`src/rtl/ps_symbols.sv`:
```
// ----------------------------------------------------------------------------
// ps_symbols
// Shared constants for the paralelo-serial sequencer: the line symbols the
// converter understands and the FSM state encodings (also visible on the
// state_out debug port). Also provides a helper that sizes a counter for a
// given terminal count (never narrower than one bit).
// ----------------------------------------------------------------------------
package ps_symbols;

    // Filler symbol; also what the line carries while training.
    localparam logic [7:0] IDL_SYM  = 8'hBC;
    // Skip symbol used to build SKP ordered sets.
    localparam logic [7:0] SKP_SYM  = 8'h1C;

    // FSM encodings; 2'd3 is illegal and recovers to TRAIN.
    localparam logic [1:0] ST_TRAIN = 2'd0;
    localparam logic [1:0] ST_LINK  = 2'd1;
    localparam logic [1:0] ST_SKIP  = 2'd2;

    // Width of a counter that runs 0 .. terminal-1.
    function automatic int cnt_width(input int terminal);
        return (terminal <= 1) ? 1 : $clog2(terminal);
    endfunction

endpackage

```
`src/rtl/ps_skp_timer.sv`:
```
// ----------------------------------------------------------------------------
// ps_skp_timer
// Timing for SKP ordered-set insertion. The interval counter runs while the
// sequencer is in LINK and flags skp_due_o on the last LINK cycle of each
// interval; the length counter runs while in SKIP and flags skp_done_o on the
// last symbol of the ordered set. Both counters return to zero on their
// terminal count and are held at zero while clear_i is high.
//
// Ports:
//   clk_4f      byte clock
//   reset_L     asynchronous active-low reset
//   clear_i     hold both counters at zero (sequencer outside LINK/SKIP)
//   link_i      sequencer is in LINK this cycle
//   skip_i      sequencer is in SKIP this cycle
//   skp_due_o   this LINK cycle ends the interval
//   skp_done_o  this SKIP cycle emits the last symbol of the ordered set
// ----------------------------------------------------------------------------
module ps_skp_timer
    import ps_symbols::*;
#(
    parameter int SKP_INTERVAL = 64,
    parameter int SKP_LEN      = 4
) (
    input  logic clk_4f,
    input  logic reset_L,
    input  logic clear_i,
    input  logic link_i,
    input  logic skip_i,
    output logic skp_due_o,
    output logic skp_done_o
);

    localparam int INT_W = cnt_width(SKP_INTERVAL);
    localparam int LEN_W = cnt_width(SKP_LEN);
    localparam logic [INT_W-1:0] INT_LAST = INT_W'(SKP_INTERVAL - 1);
    localparam logic [LEN_W-1:0] LEN_LAST = LEN_W'(SKP_LEN - 1);

    logic [INT_W-1:0] int_cnt_q, int_cnt_d;
    logic [LEN_W-1:0] skp_cnt_q, skp_cnt_d;

    assign skp_due_o  = link_i && (int_cnt_q == INT_LAST);
    assign skp_done_o = skip_i && (skp_cnt_q == LEN_LAST);

    // Next-count logic: each counter advances only in its own state and
    // restarts from zero once it reaches its terminal value, so it never
    // wraps through unused codes.
    always_comb begin
        int_cnt_d = int_cnt_q;
        skp_cnt_d = skp_cnt_q;
        if (clear_i) begin
            int_cnt_d = '0;
            skp_cnt_d = '0;
        end else begin
            if (link_i) begin
                int_cnt_d = skp_due_o ? '0 : int_cnt_q + 1'b1;
            end
            if (skip_i) begin
                skp_cnt_d = skp_done_o ? '0 : skp_cnt_q + 1'b1;
            end
        end
    end

    // Counter registers, cleared asynchronously on reset.
    always_ff @(posedge clk_4f or negedge reset_L) begin
        if (!reset_L) begin
            int_cnt_q <= '0;
            skp_cnt_q <= '0;
        end else begin
            int_cnt_q <= int_cnt_d;
            skp_cnt_q <= skp_cnt_d;
        end
    end

endmodule

```
`src/rtl/control_paraleloserial.sv`:
```
// ----------------------------------------------------------------------------
// control_paraleloserial
// Sequencer in front of the paralelo-serial converter. After link-up it keeps
// the lane in idle training for MIN_IDLE enabled cycles, then passes upstream
// bytes through a valid/ready handshake and inserts an SKP ordered set of
// SKP_LEN symbols every SKP_INTERVAL LINK cycles, stalling upstream meanwhile.
// It is the only driver of the converter's active input.
//
// Ports:
//   clk_4f      byte clock, all logic on its rising edge
//   reset_L     asynchronous active-low reset
//   enable      link enable from the upper layer
//   data_in     upstream byte, qualified by valid_in
//   valid_in    data_in is valid
//   ready_out   byte can be accepted this cycle (combinational)
//   data_out    registered parallel byte to the converter
//   active      registered converter enable (0 = converter emits IDL)
//   state_out   current FSM state, for debug
//   stat_bytes  (CTRL_PS_STATS_EN only) saturating count of accepted bytes
//   stat_skp    (CTRL_PS_STATS_EN only) saturating count of completed SKP sets
//
// Build option: define CTRL_PS_STATS_EN to add the statistics outputs.
// ----------------------------------------------------------------------------
module control_paraleloserial
    import ps_symbols::*;
#(
    parameter int MIN_IDLE     = 16,
    parameter int SKP_INTERVAL = 64,
    parameter int SKP_LEN      = 4
) (
    input  logic       clk_4f,
    input  logic       reset_L,
    input  logic       enable,
    input  logic [7:0] data_in,
    input  logic       valid_in,
    output logic       ready_out,
    output logic [7:0] data_out,
    output logic       active,
    output logic [1:0] state_out
`ifdef CTRL_PS_STATS_EN
    ,
    output logic [15:0] stat_bytes,
    output logic [15:0] stat_skp
`endif
);

    localparam int IDLE_W = cnt_width(MIN_IDLE);
    localparam logic [IDLE_W-1:0] IDLE_LAST = IDLE_W'(MIN_IDLE - 1);

    logic [1:0]        state_q, state_d;
    logic [IDLE_W-1:0] idle_cnt_q, idle_cnt_d;
    logic [7:0]        data_q, data_d;
    logic              active_q, active_d;
    logic              xfer;
    logic              skp_due, skp_done;
    logic              in_link, in_skip;

    assign in_link   = (state_q == ST_LINK);
    assign in_skip   = (state_q == ST_SKIP);
    assign ready_out = in_link && enable;
    assign xfer      = valid_in && ready_out;
    assign data_out  = data_q;
    assign active    = active_q;
    assign state_out = state_q;

    // Interval and ordered-set length counting. Counters are held at zero
    // whenever we are not in LINK or SKIP, so every LINK entry from TRAIN
    // starts a fresh interval.
    ps_skp_timer #(
        .SKP_INTERVAL (SKP_INTERVAL),
        .SKP_LEN      (SKP_LEN)
    ) u_skp_timer (
        .clk_4f     (clk_4f),
        .reset_L    (reset_L),
        .clear_i    (!(in_link || in_skip)),
        .link_i     (in_link),
        .skip_i     (in_skip),
        .skp_due_o  (skp_due),
        .skp_done_o (skp_done)
    );

    // FSM next state and next output register values. Defaults describe an
    // idle line (converter off, IDL symbol) with the idle counter cleared.
    // Dropping enable in LINK wins over a due SKP; dropping it in SKIP only
    // takes effect once the ordered set is complete.
    always_comb begin
        state_d    = state_q;
        idle_cnt_d = '0;
        data_d     = IDL_SYM;
        active_d   = 1'b0;
        case (state_q)
            ST_TRAIN: begin
                if (enable) begin
                    if (idle_cnt_q == IDLE_LAST) begin
                        state_d = ST_LINK;
                    end else begin
                        idle_cnt_d = idle_cnt_q + 1'b1;
                    end
                end
            end
            ST_LINK: begin
                if (!enable) begin
                    state_d = ST_TRAIN;
                end else begin
                    active_d = 1'b1;
                    if (xfer) begin
                        data_d = data_in;
                    end
                    if (skp_due) begin
                        state_d = ST_SKIP;
                    end
                end
            end
            ST_SKIP: begin
                active_d = 1'b1;
                data_d   = SKP_SYM;
                if (skp_done) begin
                    state_d = enable ? ST_LINK : ST_TRAIN;
                end
            end
            default: begin
                state_d = ST_TRAIN;
            end
        endcase
    end

    // State and output registers; reset drops any in-flight byte.
    always_ff @(posedge clk_4f or negedge reset_L) begin
        if (!reset_L) begin
            state_q    <= ST_TRAIN;
            idle_cnt_q <= '0;
            data_q     <= IDL_SYM;
            active_q   <= 1'b0;
        end else begin
            state_q    <= state_d;
            idle_cnt_q <= idle_cnt_d;
            data_q     <= data_d;
            active_q   <= active_d;
        end
    end

`ifdef CTRL_PS_STATS_EN
    logic [15:0] stat_bytes_q, stat_bytes_d;
    logic [15:0] stat_skp_q, stat_skp_d;

    assign stat_bytes = stat_bytes_q;
    assign stat_skp   = stat_skp_q;

    // Statistics: saturating counts, wiped while the link is held down in
    // TRAIN. Transfers and SKP completions never coincide with that clear.
    always_comb begin
        stat_bytes_d = stat_bytes_q;
        stat_skp_d   = stat_skp_q;
        if ((state_q == ST_TRAIN) && !enable) begin
            stat_bytes_d = '0;
            stat_skp_d   = '0;
        end else begin
            if (xfer && (stat_bytes_q != 16'hFFFF)) begin
                stat_bytes_d = stat_bytes_q + 16'd1;
            end
            if (skp_done && (stat_skp_q != 16'hFFFF)) begin
                stat_skp_d = stat_skp_q + 16'd1;
            end
        end
    end

    // Statistics registers.
    always_ff @(posedge clk_4f or negedge reset_L) begin
        if (!reset_L) begin
            stat_bytes_q <= '0;
            stat_skp_q   <= '0;
        end else begin
            stat_bytes_q <= stat_bytes_d;
            stat_skp_q   <= stat_skp_d;
        end
    end
`endif

endmodule

```
`config.mk`:
```
export PLATFORM = sky130hd
export DESIGN_NAME = control_paraleloserial
export DESIGN_NICKNAME = d
export VERILOG_FILES = /design/src/rtl/ps_symbols.sv /design/src/rtl/ps_skp_timer.sv /design/src/rtl/control_paraleloserial.sv
export SDC_FILE = /design/constraint.sdc
export NUM_CORES = 1
export LEC_CHECK = 0
export ABC_AREA = 1
export BUFFER_PORTS_ARGS = -buffer_cell sky130_fd_sc_hd__buf_4
export CORE_MARGIN = 3
export CORE_UTILIZATION = 56
export CTS_BUF_LIST = sky130_fd_sc_hd__clkbuf_16
export DETAILED_ROUTE_END_ITERATION = 10
export PLACE_DENSITY = 0.82
export SYNTH_ARGS = -nofsm -noshare
export SYNTH_HDL_FRONTEND = slang
export SYNTH_SLANG_ARGS = --single-unit
```
`constraint.sdc`:
```
create_clock -name clk_4f -period 3.5 [get_ports clk_4f]
set_clock_uncertainty 0.2 [all_clocks]
set_input_delay 0.35 -clock clk_4f [delete_from_list [all_inputs] [get_ports clk_4f]]
set_output_delay 0.35 -clock clk_4f [all_outputs]
set_load 0.01 [all_outputs]
```
==> impl_metrics.ini, run 1 <==
[clocking]
root_buffer = clkbuf_16
clockBufferDepth = 2
clk_pin_slew_ns = 0.06
cts_tree = yes
clkLatencyLatePin_ns = 0.25
ctsHtreeMaxLevel = 1
numCtsBuffers = 3
cts.sinks = 23

[cells_and_area]
fin_area_um2 = 1420
drive_gt1_share_pct = 26.1
area_growth_pct = 25.4
antennaDiodeCount = 0
fin_nets = 178
utilization_pct = 78.0

[floorplan]
initial_utilization_pct = 62.2
io_pins = 24
die_x_um = 51.0
core_area_um2 = 1820
dieArea_um2 = 2600
num_rows = 15
die-height_um = 51.0

[drt]
routed_wirelength_mm = 2.20
vias_per_cell = 5.21
wl_per_cell_um = 12.1
drtIter0Drc = 26
vias = 949
post-route-drc-count = 0
antenna_left = 0
dr.pass1.iters = 4

[power_and_ir_drop]
vdd_drop_max_mv = 0.516
p_per_area_nw_per_um2 = 768
leakage_nw = 0.740
p_total_w = 0.00109

[sta]
fin_crit_ns = 2.04
setup_viol = 0
tns_ns = 0
fin_crit_sh_pct = 58.4
rsz0062_at_grt = false
tightest_slew_ns = 0.361
maxSlewHeadroom_pct = 75.9
clock.fmax_mhz = 489
final_hold_viol_count = 0
worst_slack_ns = 1.46
slew_violations = 0

[grt]
busiest_layer = met2
met1_usage_pct = 24.9
grt_pass1_wl_mm = 3.88
use_met3_pct = 2.04
grt_overflow_total = 0
grt_max_degree = 24
antenna_found_initial = 0
grt_pass1_vias = 933
gr-usage-met2_pct = 33.9
grt_util_all_layers_pct = 20.0

[placement]
dpl-instance-area_um2 = 1330
hpwl_mm = 1.59
gp_congestion = 0.830
place_ws_ns = 1.73
io_buffers = 23

[run_status]
status = completed

[critical_path]
worst-r2r-setup-slack_ns = 1.76
cp_top_family = flip-flops
crit_chain = inv_1 > ha_1 > nand2_2 > clkinv_2 > buf_4
arrival_ns = 1.49
cpPeakStageDelay_ns = 0.43
crit_slowest_cell = dfrtp_1
crit_required_ns = 2.95
cp.buffers_inverters = 3
endpoint_kind = output pin
path_class = reg -> out
cp_max_fo = 12
cp-start-kind = flip-flop

[synth]
synth_nets = 150
syn_area_um2 = 1130
synth_seq_area_share_pct = 51.4
synth_seq_cells = 23
yosysWarnings = 0
avgSynthCellArea_um2 = 8.71
yosysUniqueCellTypes = 21
synthCells = 130

[flow_run]
maxCapViolCount = 0

[min_path]
hold_path_class = in -> reg
per-stage QoR:
| step | hold WS, ns | cells |
|---|---|---|
| after floorplan | -0.146 | 130 |
| after global placement | 0.0517 | 177 |
| after detailed placement | 0.0513 | 177 |
| after CTS | 0.120 | 182 |
| after global routing | 0.126 | 182 |
| final | 0.119 | 182 |
routing by layer:
metal	routed length, µm	vias to the layer above	part of all wire (%)
li1	-	467	-
met1	896	432	41
met2	1040	41	47
met3	183	9	8.3
met4	77	0	3.5
met5	0	-	0
report_power, final:
part	total (W)	switching [W]	internal, W
Sequential	0.000397	0.0000432	0.000354
Combinational	0.000458	0.000274	0.000184
Clock	0.000236	0.0000841	0.000152
Total	0.00109	0.000401	0.000690
placed cells by master, fill, tap and decap left out:
cell	n
ha_1	8
or2_2	1
nand2_2	3
nand3_2	1
nand3_1	9
buf_4	23
dfstp_2	5
inv_2	2
clkinv_2	1
o21ai_1	2
xor2_1	1
o21a_1	1
a22o_1	1
o21ai_0	6
dlygate4sd3_1	1
a21oi_1	10
a21oi_2	1
nor2_4	1
dfrtp_1	18
inv_1	15
clkbuf_16	3
nand2_1	30
nor2_1	14
worst reg2reg max path: stages, from the launching register on:
cell and delay [ns]:
dfrtp_1 0.43, inv_1 0.10, ha_1 0.37, nand2_1 0.10, inv_1 0.08, nand3_2 0.09
nand2_2 0.08, nand2_1 0.07, nand2_1 0.06, nand2_1 0.05
Yosys cell counts:
| cell | instances | share of area [%] |
|---|---|---|
| nor2_1 | 14 | 4.6 |
| nand2_1 | 30 | 9.9 |
| o21a_1 | 1 | 0.66 |
| a22o_1 | 1 | 0.77 |
| nand3_2 | 1 | 0.88 |
| nand3_1 | 9 | 4.0 |
| a21oi_2 | 1 | 0.77 |
| inv_2 | 2 | 0.66 |
| o21ai_1 | 2 | 0.88 |
| clkinv_2 | 1 | 0.44 |
| buf_2 | 1 | 0.44 |
| inv_1 | 14 | 4.6 |
| nor2_4 | 1 | 0.99 |
| o21ai_0 | 6 | 2.7 |
| dfstp_2 | 5 | 12 |
| ha_1 | 8 | 8.8 |
| nand2_2 | 3 | 1.7 |
| a21oi_1 | 10 | 4.4 |
| dfrtp_1 | 18 | 40 |
| xor2_1 | 1 | 0.77 |
| or2_2 | 1 | 0.55 |
cells by family (layout without fill, tap and decap cells):
kind of cell | after synthesis | count (layout) | share of synthesized area (%)
flip-flops | 23 | 23 | 51.4
adder cells (fa/ha/maj) | 8 | 8 | 8.84
AO/OA/AOI/OAI | 21 | 21 | 10.2
buffers and inverters | 18 | 45 | 6.19
AND/OR/NAND/NOR | 59 | 59 | 22.7
XOR/XNOR | 1 | 1 | 0.774
flip-flops by register name, summed over array words and instances, names as in the netlist:
register / cells
state_out: 2
data_out: 8
u_skp_timer.skp_cnt_q: 2
active: 1
idle_cnt_q: 4
u_skp_timer.int_cnt_q: 6
worst paths after layout:
path | start | end | cells after the start
max | state_out[1] | ready_out | 5
min | data_in[1] | data_out[1] | 3
max reg2reg | state_out[1] | state_out[0] | 9
min reg2reg | idle_cnt_q[0] | idle_cnt_q[0] | 1
max in group asynchronous | reset_L | data_out[5] | 2
min in group asynchronous | reset_L | data_out[1] | 2
what timing repair did:
action,in CTS,in global routing
setup buffers,0,0
setup endpoints to repair,0,0
gates resized for setup,0,0
hold buffers,1,0
endpoints found under the hold margin,18,0
area by class of cell:
type / count / area [µm²]
Tap cell: 25 / 31.3
Clock inverter: 1 / 3.75
Sequential cell: 23 / 582
Inverter: 17 / 65.1
Multi-Input combinational cell: 89 / 480
Timing Repair Buffer: 24 / 183
Clock buffer: 3 / 75.1
Fill cell: 132 / 400
No activity file was read; power rests on OpenSTA's default activity.
==> run 2, diff against run 1 <==
--- a/config.mk
+++ b/config.mk
@@ -5,13 +5,13 @@
 export SDC_FILE = /design/constraint.sdc
 export NUM_CORES = 1
 export LEC_CHECK = 0
-export ABC_AREA = 1
+export ABC_AREA = 0
 export BUFFER_PORTS_ARGS = -buffer_cell sky130_fd_sc_hd__buf_4
 export CORE_MARGIN = 3
-export CORE_UTILIZATION = 56
+export CORE_UTILIZATION = 52
 export CTS_BUF_LIST = sky130_fd_sc_hd__clkbuf_16
 export DETAILED_ROUTE_END_ITERATION = 10
-export PLACE_DENSITY = 0.82
+export PLACE_DENSITY = 0.77
 export SYNTH_ARGS = -nofsm -noshare
 export SYNTH_HDL_FRONTEND = slang
 export SYNTH_SLANG_ARGS = --single-unit
==> constraint.sdc (replaced) <==
create_clock -name clk_4f -period 1.89 [get_ports clk_4f]
set_clock_uncertainty 0.2 [all_clocks]
set_input_delay 0.189 -clock clk_4f [delete_from_list [all_inputs] [get_ports clk_4f]]
set_output_delay 0.189 -clock clk_4f [all_outputs]
set_load 0.01 [all_outputs]
==> impl_metrics.ini, run 2 <==
[drt]
dr.pass1.iters = 4
vias_per_cell = 5.20
antenna_left = 0
vias = 895
wl_per_cell_um = 12.5
routed_wirelength_mm = 2.14
post-route-drc-count = 0
drtIter0Drc = 10

[grt]
use_met3_pct = 1.71
grt_util_all_layers_pct = 16.8
grt_overflow_total = 0
gr-usage-met2_pct = 30.3
grt_max_degree = 24
busiest_layer = met2
antenna_found_initial = 0
met1_usage_pct = 21.0
grt_pass1_wl_mm = 3.45
grt_pass1_vias = 837

[cells_and_area]
n_fill_cell = 126
fin_nets = 166
drive_gt1_share_pct = 30.3
largest_reg_flops = 8
final_cell_mix = buf_4, dfrtp_1, nand2_1
final_common_cell = buf_4
area_growth_pct = 36.9
antennaDiodeCount = 0

[clocking]
clk_pin_slew_ns = 0.06
clockBufferDepth = 2
cts_tree = yes
numCtsBuffers = 3
ctsHtreeMaxLevel = 1
clkLatencyLatePin_ns = 0.25
root_buffer = clkbuf_16
cts.sinks = 23

[sta]
slew_violations = 0
tightest_slew_ns = 0.303
maxSlewHeadroom_pct = 79.8
tns_ns = 0
fin_crit_sh_pct = 94.8
clock.fmax_mhz = 558
whs_ns = 0.0268
setup_viol = 0
fin_crit_ns = 1.79
rsz0062_at_grt = false
final_hold_viol_count = 0

[synth]
syn_area_um2 = 1110
yosysUniqueCellTypes = 30
synth_mux_area_share_pct = 2.36
synth_edf_count = 0
synth_seq_cells = 23
yosys.area_share.simple_pct = 17.8
synth-async-reset-ratio_pct = 100
synth_top_area_share_pct = 40.4
synthTopCellsByArea = dfrtp_1, dfstp_2, ha_1
yosys.area.top_type = dfrtp_1
synth_top_family_by_area = simple AND/OR/NAND/NOR gates
yosysWarnings = 0
synthCells = 107
synth_xor_area_share_pct = 1.57
synth_compound_area_share_pct = 14.3
synth_nets = 127
yosysMostFrequentCell = dfrtp_1
synth_fa_ha_area_share_pct = 8.99
synth_seq_area_share_pct = 52.2
synth_common_cells = dfrtp_1, nand2_1, ha_1, nor2_1, nand3_1
synth_flop_cell = dfrtp_1
avgSynthCellArea_um2 = 10.4

[critical_path]
rr_startpoint = state_out[1]
endpoint_kind = flip-flop
crit_required_ns = 1.83
cp_max_fo = 4
worstRegToRegCells = 5
arrival_ns = 1.73
worst-r2r-setup-slack_ns = 0.1
path_class = reg -> reg
r2r_end = state_out[0]
cp-start-kind = flip-flop

[floorplan]
die_x_um = 52.3
core_area_um2 = 2000
initial_utilization_pct = 55.6
io_pins = 24
num_rows = 16
die-height_um = 52.3
dieArea_um2 = 2730

[min_path]
hold_path_class = in -> reg
worstHoldPathCells = 3
worst_hold_startpoint = enable
whs_endpoint = idle_cnt_q[3]

[power_and_ir_drop]
power_frac_comb_pct = 37.4
p_total_w = 0.00180
clkPwrFrac_pct = 25.1
switching_share_pct = 31.0
intPower_w = 0.00124
p_seq_share_pct = 37.5
vdd_drop_max_mv = 0.833
leakage_nw = 0.738
p_per_area_nw_per_um2 = 1180
p_sw_w = 0.000556

[placement]
io_buffers = 23
gp_congestion = 0.821
hpwl_mm = 1.50

[run_status]
status = completed

[flow_run]
maxCapViolCount = 0
==> run 2: cell types whose count changed in the layout (fill, tap and decap cells not counted), moves of 5 or more <==
cell           change
nor2_1             -6
nand2_1           -17
inv_1             -11
buf_4              +6
a21oi_1            -8
dlygate4sd3_1      +8
and3_1             +5
==> run 2: logic make-up after synthesis <==
family	count (synthesis)
simple gates	41
xor+xnor	2
buf+inv	8
flops	23
mux	2
fa+ha+maj	8
compound gates	23
==> run 2: how the worst max path moves through the flow <==
stage	start	to	slack [ns]	cells past startpoint
4_1_cts	state_out[0]	state_out[0]	0.05	6
3_5_place_dp	state_out[1]	state_out[0]	0.02	6
3_3_place_gp	state_out[1]	state_out[0]	0.08	6
2_1_floorplan	state_out[0]	state_out[0]	0.04	6
6_report	state_out[1]	state_out[0]	0.1	5
5_1_grt	state_out[1]	state_out[0]	0.03	5
==> run 2: through the flow <==
step	cell area, µm²	setup WS, ns	util (%)	std cells
final	1520	0.0985	76.1	172
after global routing	1520	0.0338	76.1	172
after global placement	1340	0.0820	67.0	158
after floorplan	1110	0.0399	-	107
after detailed placement	1340	0.0169	67.0	158
after CTS	1520	0.0545	76.0	172
==> run 2: what timing repair did <==
action / 4_1_cts / 5_1_grt
hold buffers: 9 / 0
endpoints found under the hold margin: 31 / 0
resized for setup: 0 / 1
setup buffers: 1 / 0
setup endpoints to repair: 1 / 1
==> run 2: critical path, stage by stage, from the launching register on <==
cell      delay [ns]
dfrtp_1         0.37
buf_4           0.15
ha_1            0.20
a221oi_2        0.34
o21ai_2         0.12
mux2_4          0.31
==> run 2: power by group through the flow <==
stage               Combinational (W)  Clock (W)  Sequential, W
floorplan                    0.000381          0       0.000708
global placement             0.000631          0       0.000677
detailed placement           0.000646          0       0.000683
CTS                          0.000670   0.000458       0.000674
global route                 0.000756   0.000483       0.000685
finish                       0.000671   0.000450       0.000674
==> run 2: layout make-up <==
| type | instances | area, µm² | share of cell area, % |
|---|---|---|---|
| sequential | 23 | 582 | 38.2 |
| multi-input combinational | 76 | 503 | 33.0 |
| timing repair buffer | 38 | 308 | 20.2 |
| clock buffer | 3 | 75.1 | 4.93 |
| tap | 27 | 33.8 | 2.22 |
| inverter | 4 | 15.0 | 0.985 |
| clock inverter | 1 | 7.51 | 0.493 |
==> run 2: layer usage <==
layer  vias up  share of wire, %
met5         -                 0
met1       422                47
met4         0              0.56
li1        447                 -
met2        24                48
met3         2               5.1
==> run 3, diff against run 2 <==
--- a/config.mk
+++ b/config.mk
@@ -7,11 +7,14 @@
 export LEC_CHECK = 0
 export ABC_AREA = 0
 export BUFFER_PORTS_ARGS = -buffer_cell sky130_fd_sc_hd__buf_4
+export CELL_PAD_IN_SITES_DETAIL_PLACEMENT = 0
+export CELL_PAD_IN_SITES_GLOBAL_PLACEMENT = 2
+export CORE_ASPECT_RATIO = 2
 export CORE_MARGIN = 3
-export CORE_UTILIZATION = 52
+export CORE_UTILIZATION = 33
 export CTS_BUF_LIST = sky130_fd_sc_hd__clkbuf_16
 export DETAILED_ROUTE_END_ITERATION = 10
-export PLACE_DENSITY = 0.77
+export PLACE_DENSITY_LB_ADDON = 0.2
 export SYNTH_ARGS = -nofsm -noshare
 export SYNTH_HDL_FRONTEND = slang
 export SYNTH_SLANG_ARGS = --single-unit
==> impl_metrics.ini, run 3 (synthesized netlist as in run 2, its figures left out) <==
[cells_and_area]
antennaDiodeCount = 0
drive_gt1_share_pct = 30.6
area_growth_pct = 36.7
register_area_um2 = 582
final_cell_mix = buf_4, dfrtp_1, nand2_1
largest_reg_flops = 8
n_fill_cell = 328
final_common_cell = buf_4
multiInputGateArea_um2 = 507
fin_nets = 165

[placement]
gp_congestion = 0.680
io_buffers = 23
hpwl_mm = 1.78

[floorplan]
initial_utilization_pct = 34.9
io_pins = 24
die-height_um = 88.2
core_area_um2 = 3190
dieArea_um2 = 4150
num_rows = 29
die_x_um = 47.1

[drt]
post-route-drc-count = 0
drtIter0Drc = 13
vias = 894
dr.pass1.iters = 4
antenna_left = 0
wl_per_cell_um = 13.7
vias_per_cell = 5.11
routed_wirelength_mm = 2.40

[critical_path]
arrival_ns = 1.71
path_class = reg -> reg
endpoint_kind = flip-flop
crit_required_ns = 1.83
cp-start-kind = flip-flop
cp_max_fo = 6

[sta]
tightest_slew_ns = 0.315
fin_crit_ns = 1.77
slew_violations = 0
final_hold_viol_count = 0
setup_viol = 0
clock.fmax_mhz = 564
fin_crit_sh_pct = 93.7
maxSlewHeadroom_pct = 79.0
rsz0062_at_grt = false
tns_ns = 0

[clocking]
ctsHtreeMaxLevel = 1
cts_tree = yes
post_cts_buffers = 0
clk_pin_slew_ns = 0.06
clkLatencyLatePin_ns = 0.25
cts.sinks = 23
clockBufferDepth = 2
root_buffer = clkbuf_16
numCtsBuffers = 3

[power_and_ir_drop]
p_per_area_nw_per_um2 = 1180
p_total_w = 0.00180
leakage_nw = 0.737
vdd_drop_max_mv = 0.502

[min_path]
hold_path_class = in -> reg

[grt]
grt_overflow_total = 0
grt_max_degree = 24
antenna_found_initial = 0
grt_pass1_wl_mm = 4.13
grt_util_all_layers_pct = 14.0
grt_pass1_vias = 974

[run_status]
status = completed

[flow_run]
maxCapViolCount = 0
[run 3: cell count changes in the layout (fill, tap and decap cells not counted)]
cell / previous run / this run
clkinv_2: 0 / 1
buf_4: 29 / 28
o21ai_2: 1 / 2
o21ai_1: 5 / 4
clkinvlp_4: 1 / 0
[run 3: path summary, 6_finish.rpt]
check	startpoint	to	slack, ns	cells after the start
worst min-delay path	enable	idle_cnt_q[3]	0.02	3
worst min register to register	idle_cnt_q[0]	idle_cnt_q[0]	0.28	1
worst max register to register	state_out[1]	state_out[0]	0.12	6
max in group asynchronous	reset_L	data_out[7]	1.05	2
min in group asynchronous	reset_L	data_out[1]	0.16	2
worst max-delay path	state_out[1]	state_out[0]	0.12	6
[run 3: power breakdown]
group,switching [W],internal (W)
combinational,0.000336,0.000338
clock,0.000170,0.000284
sequential,0.0000548,0.000617
total,0.000561,0.00124
[run 3: critical path, cell delays in order (launching register included)]
cell and delay [ns]:
dfrtp_1 0.39, inv_1 0.08, ha_2 0.21, nor2b_1 0.14
a221oi_2 0.22, o21ai_2 0.12, mux2_4 0.30
[run 3: area by class of cell]
| class | count | area share (%) |
|---|---|---|
| clock inverter | 1 | 0.329 |
| sequential | 23 | 38.2 |
| tap | 31 | 2.55 |
| clock buffer | 3 | 4.93 |
| inverter | 4 | 0.986 |
| multi-input combinational | 76 | 33.3 |
| timing repair buffer | 37 | 19.7 |
[run 3: routing by layer]
| layer | GRT usage, % | routed length [µm] | up-vias |
|---|---|---|---|
| met5 | 0 | 0 | - |
| met4 | 8.82 | 97 | 0 |
| met3 | 2.88 | 80 | 8 |
| met2 | 25.9 | 1360 | 17 |
| met1 | 12.5 | 862 | 429 |
| li1 | - | - | 440 |
[run 3: metrics by stage]
step	setup slack (ns)	cells	hold slack (ns)	util (%)	cell area, µm²
floorplan	0.0399	107	-0.307	-	1110
finish	0.118	175	0.0227	47.7	1520
detailed placement	0.0538	162	-0.0971	42.2	1350
global route	0.0342	175	0.0460	47.7	1520
CTS	0.0410	175	0.0224	47.5	1520
global placement	0.103	162	-0.0996	42.2	1350
[run 3: repair_timing]
action	4_1_cts	5_1_grt
endpoints found under the hold margin	31	0
hold buffers	9	0
resized for setup	0	2
setup endpoints to repair	0	2
